[src/rtl/adc_frame_packer.sv]
// adc_frame_packer: packs one 8-channel 18-bit ADC conversion set into a
// 28-byte UART frame: HDR0 HDR1 SEQ, 24 payload bytes, CSUM.
// Ports:
//   clk, rst        - rising-edge clock, async active-high reset
//   smp_valid       - pulse: ad_ch1..ad_ch8 carry a new conversion set
//   ad_ch1..ad_ch8  - 18-bit raw channel samples
//   tx_data/valid   - frame byte toward the transmitter (valid/ready)
//   tx_ready        - transmitter accepts tx_data this cycle
//   busy            - frame in progress
//   drop_cnt        - saturating count of samples discarded while busy
module adc_frame_packer #(
  parameter logic [7:0] HDR0 = 8'hA5,
  parameter logic [7:0] HDR1 = 8'h5A
) (
  input  logic        clk,
  input  logic        rst,
  input  logic        smp_valid,
  input  logic [17:0] ad_ch1,
  input  logic [17:0] ad_ch2,
  input  logic [17:0] ad_ch3,
  input  logic [17:0] ad_ch4,
  input  logic [17:0] ad_ch5,
  input  logic [17:0] ad_ch6,
  input  logic [17:0] ad_ch7,
  input  logic [17:0] ad_ch8,
  output logic [7:0]  tx_data,
  output logic        tx_valid,
  input  logic        tx_ready,
  output logic        busy,
  output logic [7:0]  drop_cnt
);

  typedef enum logic [1:0] {
    IDLE,
    HDR,
    PAYLOAD,
    CSUM
  } state_t;

  state_t       state;
  logic [1:0]   hcnt;
  logic [4:0]   pcnt;
  logic [7:0]   seq;
  logic [7:0]   csum;
  logic [191:0] pay;

  logic         fire;
  logic         last;
  logic         cap;
  logic         drop;
  logic [7:0]   csum_nxt;
  logic [191:0] snap;

  assign fire     = tx_valid & tx_ready;
  assign last     = (state == CSUM) & fire;
  assign cap      = smp_valid & ((state == IDLE) | last);
  assign drop     = smp_valid & ~cap;
  assign csum_nxt = csum + tx_data;

  // Snapshot laid out in send order; each channel is padded to 3 bytes
  // so the payload drains as a plain byte shift from the top.
  assign snap = {6'b0, ad_ch1, 6'b0, ad_ch2,
                 6'b0, ad_ch3, 6'b0, ad_ch4,
                 6'b0, ad_ch5, 6'b0, ad_ch6,
                 6'b0, ad_ch7, 6'b0, ad_ch8};

  always_ff @(posedge clk or posedge rst) begin
    if (rst) begin
      state    <= IDLE;
      hcnt     <= '0;
      pcnt     <= '0;
      seq      <= '0;
      csum     <= '0;
      pay      <= '0;
      tx_data  <= '0;
      tx_valid <= 1'b0;
      busy     <= 1'b0;
      drop_cnt <= '0;
    end else begin
      if (drop && drop_cnt != 8'hFF)
        drop_cnt <= drop_cnt + 8'd1;

      if (last)
        seq <= seq + 8'd1;

      if (cap) begin
        pay      <= snap;
        state    <= HDR;
        hcnt     <= '0;
        tx_data  <= HDR0;
        tx_valid <= 1'b1;
        busy     <= 1'b1;
      end else begin
        unique case (state)
          IDLE: begin
          end
          HDR: begin
            if (fire) begin
              unique case (hcnt)
                2'd0: begin
                  tx_data <= HDR1;
                  hcnt    <= 2'd1;
                end
                2'd1: begin
                  // seq already advanced if this frame started back-to-back
                  tx_data <= seq;
                  hcnt    <= 2'd2;
                end
                default: begin
                  state   <= PAYLOAD;
                  tx_data <= pay[191:184];
                  pcnt    <= '0;
                  csum    <= seq;
                end
              endcase
            end
          end
          PAYLOAD: begin
            if (fire) begin
              csum <= csum_nxt;
              if (pcnt == 5'd23) begin
                state   <= CSUM;
                tx_data <= csum_nxt;
              end else begin
                pay     <= pay << 8;
                tx_data <= pay[183:176];
                pcnt    <= pcnt + 5'd1;
              end
            end
          end
          CSUM: begin
            if (fire) begin
              state    <= IDLE;
              tx_data  <= '0;
              tx_valid <= 1'b0;
              busy     <= 1'b0;
            end
          end
        endcase
      end
    end
  end

endmodule

[config.mk]
export PLATFORM = sky130hd
export DESIGN_NAME = adc_frame_packer
export DESIGN_NICKNAME = d
export VERILOG_FILES = /design/src/rtl/adc_frame_packer.sv
export SDC_FILE = /design/constraint.sdc
export NUM_CORES = 1
export LEC_CHECK = 0
export ABC_AREA = 1
export BUFFER_PORTS_ARGS = -buffer_cell sky130_fd_sc_hd__buf_4
export CAP_MARGIN = 20
export CORE_MARGIN = 2
export CORE_UTILIZATION = 39
export CTS_CLUSTER_DIAMETER = 120
export DETAILED_ROUTE_END_ITERATION = 7
export GPL_ROUTABILITY_DRIVEN = 0
export GPL_TIMING_DRIVEN = 1
export MAX_ROUTING_LAYER = met4
export PLACE_DENSITY = 0.65
export SYNTH_ARGS = -nofsm -noshare
export SYNTH_HDL_FRONTEND = slang
export SYNTH_SLANG_ARGS = --single-unit
[constraint.sdc]
create_clock -name clk -period 25.3 [get_ports clk]
set_input_delay 7.59 -clock clk [delete_from_list [all_inputs] [get_ports clk]]
set_output_delay 7.59 -clock clk [all_outputs]
set_load 0.01 [all_outputs]
# Word-level counts from Yosys, hierarchy flattened
# Cells that the tools add are included.
dict set report word_totals {
  register_bits 234
  in_bits 148
  wordCells 87
}
dict set report classes {
  n_addsub 4
  eq_ne 16
  muxes 34
  n_bitwise 6
  n_reduce_logical 18
}
# operator n
set op_table {}
lappend op_table {{192-bit 2-to-1 mux} 4}
lappend op_table {{8-bit 2-to-1 mux} 8}
lappend op_table {{8-bit case mux with 2 select lines} 2}
lappend op_table {{8-bit case mux with 3 select lines} 1}
lappend op_table {{5-bit 2-to-1 mux} 4}
lappend op_table {{2-bit 2-to-1 mux} 9}
lappend op_table {{8-bit by 1-bit adder with 8-bit output (second input constant)} 2}
lappend op_table {{3-bit inequality test (second input constant)} 5}
lappend op_table {{6-bit AND reduction} 2}
lappend op_table {{2-bit inequality test (second input constant)} 5}
lappend op_table {{5-bit case mux with 2 select lines} 1}
lappend op_table {{2-bit nonzero test} 5}
lappend op_table {{8-bit adder} 1}
lappend op_table {{8-bit inequality test (second input constant)} 1}
lappend op_table {{2-bit case mux with 3 select lines} 1}
lappend op_table {{3-bit AND reduction} 2}
lappend op_table {{5-bit by 1-bit adder with 5-bit output (second input constant)} 1}
lappend op_table {{5-bit == test (second input constant)} 1}
lappend op_table {{5-bit AND reduction} 1}
lappend op_table {{1-bit bitwise AND} 4}
lappend op_table {{2-bit by 1-bit == test with 1-bit output (second input constant)} 2}
lappend op_table {{2-bit == test (second input constant)} 2}
lappend op_table {{2-bit logical NOT} 2}
lappend op_table {{2-bit case mux with 2 select lines} 1}
lappend op_table {{9 further kinds} 11}

# Logic depth before layout (Yosys ltp)
# Gate-level depths: netlist of the first run.
dict set report depth {
  word_depth 7
  depth_mapped 13
}

# Least setup slack after synthesis of the first run
# No wires, ideal clock.
dict set report synth_path {
  kind {input -> register}
  start {input port tx_ready}
  end {register pay[42]}
  setup_ps 132
  arrival_time_ps 8484
  path_slack_ps 16684
  cell_stages 10
  n_path_buf 3
  path_cell_list {nand3_2 -> nand2_1 -> nand2_1 -> buf_4 -> nand2_4 -> inv_4 -> buf_8 -> buf_6 -> nand2_1 -> o31ai_1}
}
dict set report synth_via {
  elab_chain_len 6
  elab_cells_between_ends 9
  cone_classes {1 x eq/ne; 1 x mux; 4 x bitwise; 3 x reduce/logical}
}
# item line
set synth_lines {}
lappend synth_lines {{from (decl)} 28} ;# input logic tx_ready,
lappend synth_lines {{1-bit bitwise AND *} 54} ;# assign fire = tx_valid & tx_ready;
lappend synth_lines {{1-bit bitwise AND} 55} ;# assign last = (state == CSUM) & fire;
lappend synth_lines {{1-bit bitwise OR} 56} ;# assign cap = smp_valid & ((state == IDLE) | last);
lappend synth_lines {{1-bit bitwise AND} 56}
lappend synth_lines {{2-bit inequality test (no source line) / 2-bit nonzero test (equally long branches)} n/a}
lappend synth_lines {{3-bit AND reduction (no source line)} n/a}
lappend synth_lines {{to (signal assigned)} 87} ;# pay <= snap;
lappend synth_lines {{to (signal assigned)} 125} ;# pay <= pay << 8;
lappend synth_lines {{to (decl)} 45} ;# logic [191:0] pay;
# Every way passes the cells marked *; elsewhere a longest branch is shown, timed or not.
# A chain may end at the register's enable or synchronous reset.

# Worst setup path in the final report of the first run
dict set report layout_path {
  start {input port tx_ready}
  end {register pay[144]}
}
# The elaborated chain is that of the path after synthesis.

==> impl_metrics.json, run 1 <==
{
  "cts_made_buffers": 25,
  "seq_area_frac_synth_pct": 53.4,
  "cp-start-kind": "primary input",
  "ys_warn_count": 0,
  "grt_overflow_total": 0,
  "die_x_um": 172,
  "cts.sinks": 234,
  "required_ns": 25.75,
  "syn-instance-count": 1299,
  "synth_top_family_by_area": "simple AND/OR/NAND/NOR gates",
  "drt-initial-drc-count": 693,
  "synth_edf_count": 0,
  "outcome": "complete, no violations",
  "async_flop_share_pct": 100,
  "cts_tree": "done",
  "diodes": 0,
  "synth_cell_types": 38,
  "die_area_mm2": 0.0295,
  "drv_slew": 0,
  "vdd_ir_drop_max_v": 0.0000520,
  "place_hpwl_mm": 18.1,
  "post_cts.repair.setup_buffers": 0,
  "cp_data_arrival_time_ns": 10.32,
  "area_delta_synth_final_pct": 20.1,
  "endpoint_kind": "flop",
  "clk_pin_slew_worst_paths_ns": 0.06,
  "vias": 9001,
  "muxShareOfSynthArea_pct": 0,
  "cp_max_fo": 92,
  "cp_top_family": "buffers and inverters",
  "cp.buffers_inverters": 4,
  "hold_viol": 0,
  "p_leak_nw": 6.52,
  "crit_slowest_cell": "buf_4",
  "synthSimpleGateAreaFrac_pct": 27.7,
  "first_pass_iters": 5,
  "max_stage_delay_ns": 0.82,
  "wl_per_cell_um": 14.9,
  "ant_nets": 0,
  "grt_pass1_wl_mm": 45.1,
  "synthXorXnorAreaFrac_pct": 1.44,
  "setup_viol": 0,
  "synth_compound_area_share_pct": 8.51,
  "cp_cell_sequence": "buf_4, nand2_1, inv_1, nand2_8, nand2_4, inv_4, buf_4, nand2_1, nand3_1",
  "min_period_ns": 9.86,
  "die_y_um": 172,
  "maxCapViolCount": 0,
  "hold_buffers": 0,
  "period_share_pct": 39.0,
  "grt_pass1_vias": 8835,
  "antenna_found_initial": 0,
  "relSlewSlack_pct": 36.5,
  "grt_max_degree": 97,
  "avgSynthCellArea_um2": 8.45,
  "rsz0062_at_grt": "no",
  "fp-row-count": 61,
  "cts-root-buf": "clkbuf_16",
  "cellPowerDensity_mw_per_mm2": 121,
  "cts_resized": 0,
  "clk_latency_ns": 0.54,
  "synthAdderAreaFrac_pct": 1.89,
  "synth-main-ff-cell": "dfrtp_1",
  "syn-num-nets": 1463,
  "post-route-drc-count": 0,
  "grt_usage_pct": 19.5,
  "routed_wl_mm": 27.3,
  "fin_nets": 1598,
  "power.total_w": 0.00160,
  "coreArea_mm2": 0.0277,
  "cts_buffer_depth": 3,
  "syn-cell-area_mm2": 0.0110,
  "vias_per_cell": 4.92,
  "initial_core_util_pct": 39.6,
  "worst_clock_skew_ns": 0.0267,
  "fin_setup_tns_ns": 0,
  "path_class": "in2reg",
  "ys_seq_elements": 234,
  "worst_pin_slew_ns": 0.953,
  "fill_cells": 2706,
  "io_buffers": 165,
  "drive_gt1_share_pct": 17.3,
  "cts-htree-levels": 1,
  "fmax_mhz": 101,
  "io_pins": 166,
  "hold_class": "reg2reg"
}
==> cell usage after synthesis, types with 2 or more instances <==
library cell / count / area share [%]
inv_1: 90 / 3.1
nor3_1: 3 / 0.14
buf_6: 12 / 1.2
xnor2_1: 5 / 0.40
dfrtp_1: 234 / 53
o22ai_1: 5 / 0.29
nand2_4: 2 / 0.21
buf_4: 5 / 0.34
o211ai_1: 22 / 1.5
o21ai_0: 53 / 2.4
nand4_1: 5 / 0.29
o211ai_2: 21 / 2.4
xor2_1: 13 / 1.0
nand2_1: 520 / 18
o31ai_1: 7 / 0.48
inv_2: 6 / 0.21
buf_2: 34 / 1.6
a21oi_1: 11 / 0.50
nor2_1: 26 / 0.89
nand3_1: 164 / 7.5
nor2_2: 3 / 0.17
clkbuf_1: 12 / 0.41
o21ai_1: 16 / 0.73
ha_1: 15 / 1.7
a31oi_1: 2 / 0.11
==> cell type report <==
type	count	area, µm²	share of cell area [%]
flip-flops and latches	234	5860	44.4
multi-input cells	902	4350	33.0
repair buffers	173	1310	9.95
clock buffers	36	697	5.29
well taps	378	473	3.59
inverters	98	382	2.90
clock inverters	10	115	0.873
==> worst register-to-register path, delay by kind of cell (launching register included) <==
kind,cells,cell delay [ns]
buffers and inverters,4,1.62
and+or+nand+nor,5,1.07
adders and majority gates,1,0.45
DFF,1,0.43
==> cell families (layout without fill, tap and decap cells) <==
logic type | after synthesis | after routing
XOR/XNOR | 18 | 18
AND/OR/NAND/NOR | 730 | 730
buffers and inverters | 163 | 317
adder cells (fa/ha/maj) | 16 | 16
flip-flops | 234 | 234
AO/OA/AOI/OAI | 138 | 138
==> layer usage <==
layer  track usage (%)  wire length, µm  vias to the layer above  share of wire [%]
met5                 -                0                        -                  0
met4              5.33              659                        0                2.4
met3              2.58             1460                       46                5.3
met2              30.5            12700                      239                 47
met1              27.0            12500                     4271                 46
li1                  -                -                     4445                  -
==> flip-flops by register name, indices dropped and copies added (netlist names) <==
name      flops
seq           8
drop_cnt      8
pay         192
tx_data       8
hcnt          2
state         2
busy          1
csum          8
pcnt          5
==> per-stage QoR <==
step / utilization, % / hold WS [ns] / area [µm²] / worst slack [ns] / instances
floorplan: - / 0.442 / 11000 / 11.29 / 1299
global placement: 44.6 / 0.454 / 12300 / 14.89 / 1784
detailed placement: 44.6 / 0.456 / 12300 / 14.84 / 1784
CTS: 47.5 / 0.468 / 13200 / 15.37 / 1830
global route: 47.6 / 0.489 / 13200 / 15.10 / 1831
finish: 47.6 / 0.475 / 13200 / 15.44 / 1831
==> path summary, 6_finish.rpt <==
kind                          start        to  slack [ns]  cells after the start
min in group asynchronous       rst      busy        7.15                      2
setup / recovery           tx_ready  pay[144]       15.44                      9
hold / removal               pay[4]    pay[4]        0.48                      2
setup reg to reg           state[0]  pay[144]       21.68                     10
hold reg to reg              pay[4]    pay[4]        0.48                      2
max in group asynchronous       rst  pay[111]       15.94                      4
==> power breakdown <==
part | internal, W | switching, W | total (W)
Clock | 0.000213 | 0.000151 | 0.000364
Sequential | 0.000531 | 0.0000871 | 0.000618
Combinational | 0.000216 | 0.000397 | 0.000613
Total | 0.000960 | 0.000635 | 0.00160
==> placed cells by master, fill, tap and decap left out, types with 11 or more instances in the layout <==
master and instances:
inv_1 89, clkbuf_16 25, buf_4 172, o211ai_2 21
nor2_1 26, dfrtp_1 234, o21ai_1 16, xor2_1 13
nand2_1 519, nand3_1 164, o211ai_1 22, o21ai_0 53
a21oi_1 11, ha_1 15
(Power assumes the default switching activity.)
==> run 2, diff against run 1 <==
--- a/config.mk
+++ b/config.mk
@@ -5,7 +5,7 @@
 export SDC_FILE = /design/constraint.sdc
 export NUM_CORES = 1
 export LEC_CHECK = 0
-export ABC_AREA = 1
+export ABC_AREA = 0
 export BUFFER_PORTS_ARGS = -buffer_cell sky130_fd_sc_hd__buf_4
 export CAP_MARGIN = 20
 export CORE_MARGIN = 2
==> constraint.sdc (replaced) <==
create_clock -name clk -period 9.1 [get_ports clk]
set_input_delay 2.73 -clock clk [delete_from_list [all_inputs] [get_ports clk]]
set_output_delay 2.73 -clock clk [all_outputs]
set_load 0.01 [all_outputs]
==> run 2 against run 1 <==
Compared with the run above:
- die area fell by 1.1%
- global-route usage fell by 0.18 points
- critical path depth fell by 3
- utilization rose by 0.10 points
==> impl_metrics.json, run 2 <==
{
  "max_stage_delay_ns": 0.79,
  "die_x_um": 171,
  "path_class": "in2reg",
  "intPower_w": 0.00285,
  "mostFrequentLayoutCells": "nand2_1, dfrtp_1, buf_4",
  "avgSynthCellArea_um2": 8.53,
  "synth_cell_types": 49,
  "grt_overflow_total": 0,
  "p_leak_nw": 6.06,
  "vias": 9192,
  "layout_commonest_cell": "nand2_1",
  "synthMostInstantiatedCell": "nand2_1",
  "synthXorXnorAreaFrac_pct": 1.61,
  "fp-row-count": 61,
  "crit_cells": 6,
  "rsz0062_at_grt": "no",
  "cp_data_arrival_time_ns": 5.13,
  "crit_path_end": "pay[148]",
  "synth_top_cells_by_area": "dfrtp_1, nand2_1, a31oi_1",
  "reg2reg_depth": 7,
  "worst_clock_skew_ns": 0.0121,
  "wl_per_cell_um": 15.5,
  "crit_slowest_cell": "o21ai_4",
  "maxCapViolCount": 0,
  "fmax_mhz": 213,
  "fill_cells": 2651,
  "cp-start-kind": "primary input",
  "regMostFlops": "pay",
  "first_pass_iters": 5,
  "reg2reg_to": "pay[14]",
  "fin_nets": 1545,
  "syn-num-nets": 1435,
  "grt_pass1_vias": 8810,
  "cp_max_fo": 247,
  "synthAdderAreaFrac_pct": 1.91,
  "cts-root-buf": "clkbuf_16",
  "synth_compound_area_share_pct": 15.1,
  "r2r_slack_ns": 5.17,
  "seq_area_frac_synth_pct": 54.0,
  "cellPowerDensity_mw_per_mm2": 347,
  "ys_warn_count": 0,
  "worst_pin_slew_ns": 1.13,
  "die_y_um": 171,
  "grt_pass1_wl_mm": 45.0,
  "ys_seq_elements": 234,
  "synth_top_family_by_area": "simple AND/OR/NAND/NOR gates",
  "cp.buffers_inverters": 2,
  "largest_reg_flops": 192,
  "hold_class": "reg2reg",
  "coreArea_mm2": 0.0276,
  "p_comb_share_pct": 36.1,
  "async_flop_share_pct": 100,
  "cts.sinks": 234,
  "synthSimpleGateAreaFrac_pct": 22.2,
  "io_buffers": 165,
  "hold_ws_ns": 0.484,
  "initial_core_util_pct": 39.4,
  "timing.rr.start": "pcnt[0]",
  "endpoint_kind": "flop",
  "synth_top_area_share_pct": 54.0,
  "grt_max_degree": 248,
  "synth-main-ff-cell": "dfrtp_1",
  "synth_common_cells": "nand2_1, dfrtp_1, nor2_1",
  "post_cts.repair.setup_buffers": 0,
  "cp-startpoint": "tx_ready",
  "required_ns": 9.53,
  "drv_slew": 0,
  "grt_usage_pct": 19.4,
  "cts_resized": 0,
  "place_hpwl_mm": 17.2,
  "syn-cell-area_mm2": 0.0108,
  "drt-initial-drc-count": 949,
  "clk_pin_slew_worst_paths_ns": 0.06,
  "period_share_pct": 51.7,
  "cts-htree-levels": 1,
  "post-route-drc-count": 0,
  "antenna_found_initial": 1,
  "min_period_ns": 4.70,
  "drive_gt1_share_pct": 16.0,
  "syn-instance-count": 1271,
  "swShare_pct": 37.6,
  "hold_viol": 0,
  "seqPwrFrac_pct": 41.3,
  "clk_latency_ns": 0.52,
  "vdd_ir_drop_max_v": 0.000231,
  "outcome": "complete, no violations",
  "fin_setup_tns_ns": 0,
  "cp_cell_sequence": "buf_4, and3_1, o21ai_4, buf_12, nor2_1, a31oi_1",
  "muxShareOfSynthArea_pct": 1.13,
  "cts_made_buffers": 26,
  "routed_wl_mm": 27.5,
  "cts_tree": "done",
  "area_delta_synth_final_pct": 21.1,
  "p_clk_share_pct": 22.6,
  "io_pins": 166,
  "synth.largest_area_cell": "dfrtp_1",
  "setup_viol": 0,
  "die_area_mm2": 0.0292,
  "relSlewSlack_pct": 24.8,
  "synth_edf_count": 0,
  "cts_buffer_depth": 3,
  "cp_top_family": "compound AO/OA/AOI/OAI gates",
  "p_sw_w": 0.00171,
  "ant_nets": 0,
  "vias_per_cell": 5.17,
  "hold_buffers": 0
}
==> run 2: cell count changes after synthesis, sizes merged, moves of 8 or more <==
cell    change
nand3     -158
a31oi     +138
nor2      +125
nand2     -106
inv        -83
a21oi      +50
o211ai     -42
clkbuf     +39
o21ai      -38
buf        -13
mux2i      +10
xnor2       +8
==> run 2: layout make-up <==
cell class                 count  area, µm²  share of cell area (%)
clock buffer                  38        777                    5.91
antenna                        1       2.50                  0.0190
sequential                   234       5860                    44.6
clock inverter                 7       63.8                   0.486
multi-input combinational    932       4580                    34.9
inverter                      14       56.3                   0.429
tap                          378        473                    3.60
timing repair buffer         173       1320                    10.1
==> run 2: routing by layer <==
metal / wire length (µm) / global-route usage [%] / up-vias
met4: 509 / 4.65 / 0
met5: 0 / - / -
li1: - / - / 4493
met2: 12900 / 29.9 / 256
met1: 12700 / 27.3 / 4397
met3: 1320 / 2.41 / 46
==> run 2: worst min path at each step <==
| stage | startpoint | endpoint | cells past startpoint | slack [ns] |
|---|---|---|---|---|
| 6_report | csum[2] | csum[2] | 2 | 0.48 |
| 3_3_place_gp | csum[2] | csum[2] | 2 | 0.47 |
| 2_1_floorplan | csum[0] | csum[0] | 2 | 0.45 |
| 3_5_place_dp | csum[2] | csum[2] | 2 | 0.48 |
| 5_1_grt | pay[109] | pay[117] | 2 | 0.53 |
| 4_1_cts | csum[2] | csum[2] | 2 | 0.49 |
==> run 2: cells by family (layout without fill, tap and decap cells) <==
| kind of cell | count (synthesis) | in the layout |
|---|---|---|
| XOR/XNOR | 20 | 20 |
| AND/OR/NAND/NOR | 615 | 615 |
| adder cells (fa/ha/maj) | 16 | 16 |
| buffers and inverters | 105 | 232 |
| flip-flops | 234 | 234 |
| multiplexers | 12 | 12 |
| AO/OA/AOI/OAI | 269 | 269 |
| other | 0 | 1 |
==> run 2: power groups by stage <==
stage	registers [W]	clock network [W]	logic (W)
after global routing	0.00195	0.00110	0.00189
after global placement	0.00188	0	0.00161
after detailed placement	0.00189	0	0.00165
final	0.00188	0.00103	0.00165
after floorplan	0.00180	0	0.00127
after CTS	0.00188	0.00106	0.00166
==> run 2: worst register-to-register path: cells and delay by family, from the launching register on <==
| family | cells | cell delay (ns) |
|---|---|---|
| flops | 1 | 0.39 |
| fa+ha+maj | 1 | 0.24 |
| buf+inv | 1 | 0.95 |
| compound gates | 1 | 0.21 |
| simple gates | 4 | 2.05 |
==> run 2: metrics by stage <==
stage	cell area [µm²]	instances	power (W)	setup slack [ns]	util, %
global route	13100	1777	0.00494	3.99	47.7
floorplan	10900	1271	0.00308	3.31	-
CTS	13100	1776	0.00461	4.29	47.7
detailed placement	12300	1731	0.00355	3.75	44.6
finish	13100	1777	0.00456	4.40	47.7
global placement	12300	1731	0.00349	3.80	44.6
==> run 3, diff against run 2 <==
==> constraint.sdc (replaced) <==
create_clock -name clk -period 4.46 [get_ports clk]
set_input_delay 1.338 -clock clk [delete_from_list [all_inputs] [get_ports clk]]
set_output_delay 1.338 -clock clk [all_outputs]
set_load 0.01 [all_outputs]
==> run 3 against run 2 <==
Compared with the run above:
- highest routed layer unchanged
- setup slack worse by 2.8 ns
- sequential cell count unchanged
- power up 110%
- final cell count up 0.68%
- count of clock-buffer cells in the layout up 4
- largest cell class unchanged
==> impl_metrics.json, run 3 (synthesis results as in run 2) <==
{
  "clk_latency_ns": 0.53,
  "cts_buffer_depth": 3,
  "dp_cells": 1739,
  "cts_resized": 0,
  "io_pins": 166,
  "relSlewSlack_pct": 35.5,
  "rsz0062_at_grt": "no",
  "hp-start": "csum[2]",
  "drt-initial-drc-count": 824,
  "power.total_w": 0.00947,
  "hold_path_end": "csum[2]",
  "setup_viol": 0,
  "outcome": "complete, no violations",
  "layout_commonest_cell": "nand2_1",
  "worst_clock_skew_ns": 0.0215,
  "required_ns": 4.87,
  "layoutNonFillerInstCount": 1789,
  "clk_pin_slew_worst_paths_ns": 0.06,
  "ant_nets": 0,
  "reg2reg_to": "tx_data[3]",
  "first_pass_iters": 5,
  "cts.sinks": 234,
  "largest_reg_flops": 192,
  "die_area_mm2": 0.0292,
  "fin_setup_tns_ns": 0,
  "wl_per_cell_um": 15.6,
  "endpoint_kind": "flop",
  "hold_buffers": 0,
  "grt_pass1_wl_mm": 45.7,
  "fmax_mhz": 349,
  "cts-htree-levels": 1,
  "initial_core_util_pct": 39.4,
  "io_buffers": 165,
  "vias": 9281,
  "antenna_found_initial": 1,
  "cellPowerDensity_mw_per_mm2": 711,
  "die_y_um": 171,
  "hold_class": "reg2reg",
  "p_leak_nw": 6.15,
  "vias_per_cell": 5.19,
  "design_area_mm2": 0.0133,
  "r2r_slack_ns": 1.59,
  "grt_pass1_vias": 9006,
  "die_x_um": 171,
  "cts_tree": "done",
  "place_hpwl_mm": 17.9,
  "cp_data_arrival_time_ns": 3.27,
  "grt_overflow_total": 0,
  "vdd_ir_drop_max_v": 0.000328,
  "routed_wl_mm": 28.0,
  "regMostFlops": "pay",
  "min_period_ns": 2.87,
  "mostFrequentLayoutCells": "nand2_1, dfrtp_1, buf_4",
  "placed_cell_area_mm2": 0.0124,
  "maxCapViolCount": 0,
  "post-route-drc-count": 0,
  "grt_usage_pct": 19.8,
  "cts_made_buffers": 27,
  "drv_slew": 0,
  "period_share_pct": 64.3,
  "cp-start-kind": "flop",
  "worst_slack_ns": 1.59,
  "path_class": "reg2reg",
  "fin_nets": 1554,
  "cts-root-buf": "clkbuf_16",
  "hold_viol": 0,
  "worst_pin_slew_ns": 0.966,
  "reg2reg_depth": 8,
  "post_cts.repair.setup_buffers": 0,
  "holdPathStages": 2,
  "timing.rr.start": "state[0]",
  "fp-row-count": 61,
  "cp_max_fo": 15,
  "cp_cell_sequence": "inv_1, ha_1, buf_4, nor3_1, o22a_1, a21oi_1, nor2_1, a22o_1",
  "dp_worst_setup_slack_ns": 1.25,
  "crit_slowest_cell": "a21oi_1",
  "fill_cells": 2699,
  "drive_gt1_share_pct": 16.6,
  "max_stage_delay_ns": 0.68,
  "area_delta_synth_final_pct": 22.8,
  "grt_max_degree": 193,
  "coreArea_mm2": 0.0276
}
==> run 3: where the power goes <==
| part | internal [W] | switching (W) |
|---|---|---|
| Combinational | 0.00141 | 0.00199 |
| Clock | 0.00136 | 0.000864 |
| Sequential | 0.00317 | 0.000678 |
==> run 3: final cells by class <==
cell class | count | area [µm²] | area share [%]
Antenna cell | 1 | 2.50 | 0.0188
Clock buffer | 42 | 812 | 6.10
Clock inverter | 7 | 88.8 | 0.667
Inverter | 14 | 56.3 | 0.423
Multi-Input combinational cell | 932 | 4580 | 34.4
Sequential cell | 234 | 5860 | 44.0
Tap cell | 378 | 473 | 3.55
Timing Repair Buffer | 181 | 1450 | 10.9
==> run 3: worst max-delay path by stage <==
stage | to | start | slack [ns]
CTS | tx_data[3] | state[0] | 1.64
finish | tx_data[3] | state[0] | 1.59
global route | tx_data[3] | state[0] | 1.36
detailed placement | state[1] | tx_ready | 1.25
global placement | state[1] | tx_ready | 1.33
floorplan | busy | rst | 0.06
==> run 3: critical path: cells and delay by family (launching register included) <==
| kind | cells | cell delay (ns) |
|---|---|---|
| AOI/OAI and AO/OA | 3 | 1.08 |
| adders and majority gates | 1 | 0.53 |
| buffers and inverters | 2 | 0.47 |
| DFF | 1 | 0.42 |
| and+or+nand+nor | 2 | 0.24 |
==> run 3: layer usage <==
layer / share of wire, % / wire [µm] / track usage (%)
met1: 46 / 12700 / 27.1
met2: 47 / 13100 / 30.8
met3: 5.2 / 1450 / 3.12
met4: 2.4 / 665 / 5.20
met5: 0 / 0 / -
==> run 3: stage by stage <==
step	hold WS (ns)	utilization (%)
after global placement	0.473	45.1
after CTS	0.489	48.3
after detailed placement	0.477	45.1
after global routing	0.507	48.3
after floorplan	0.454	-
final	0.485	48.3
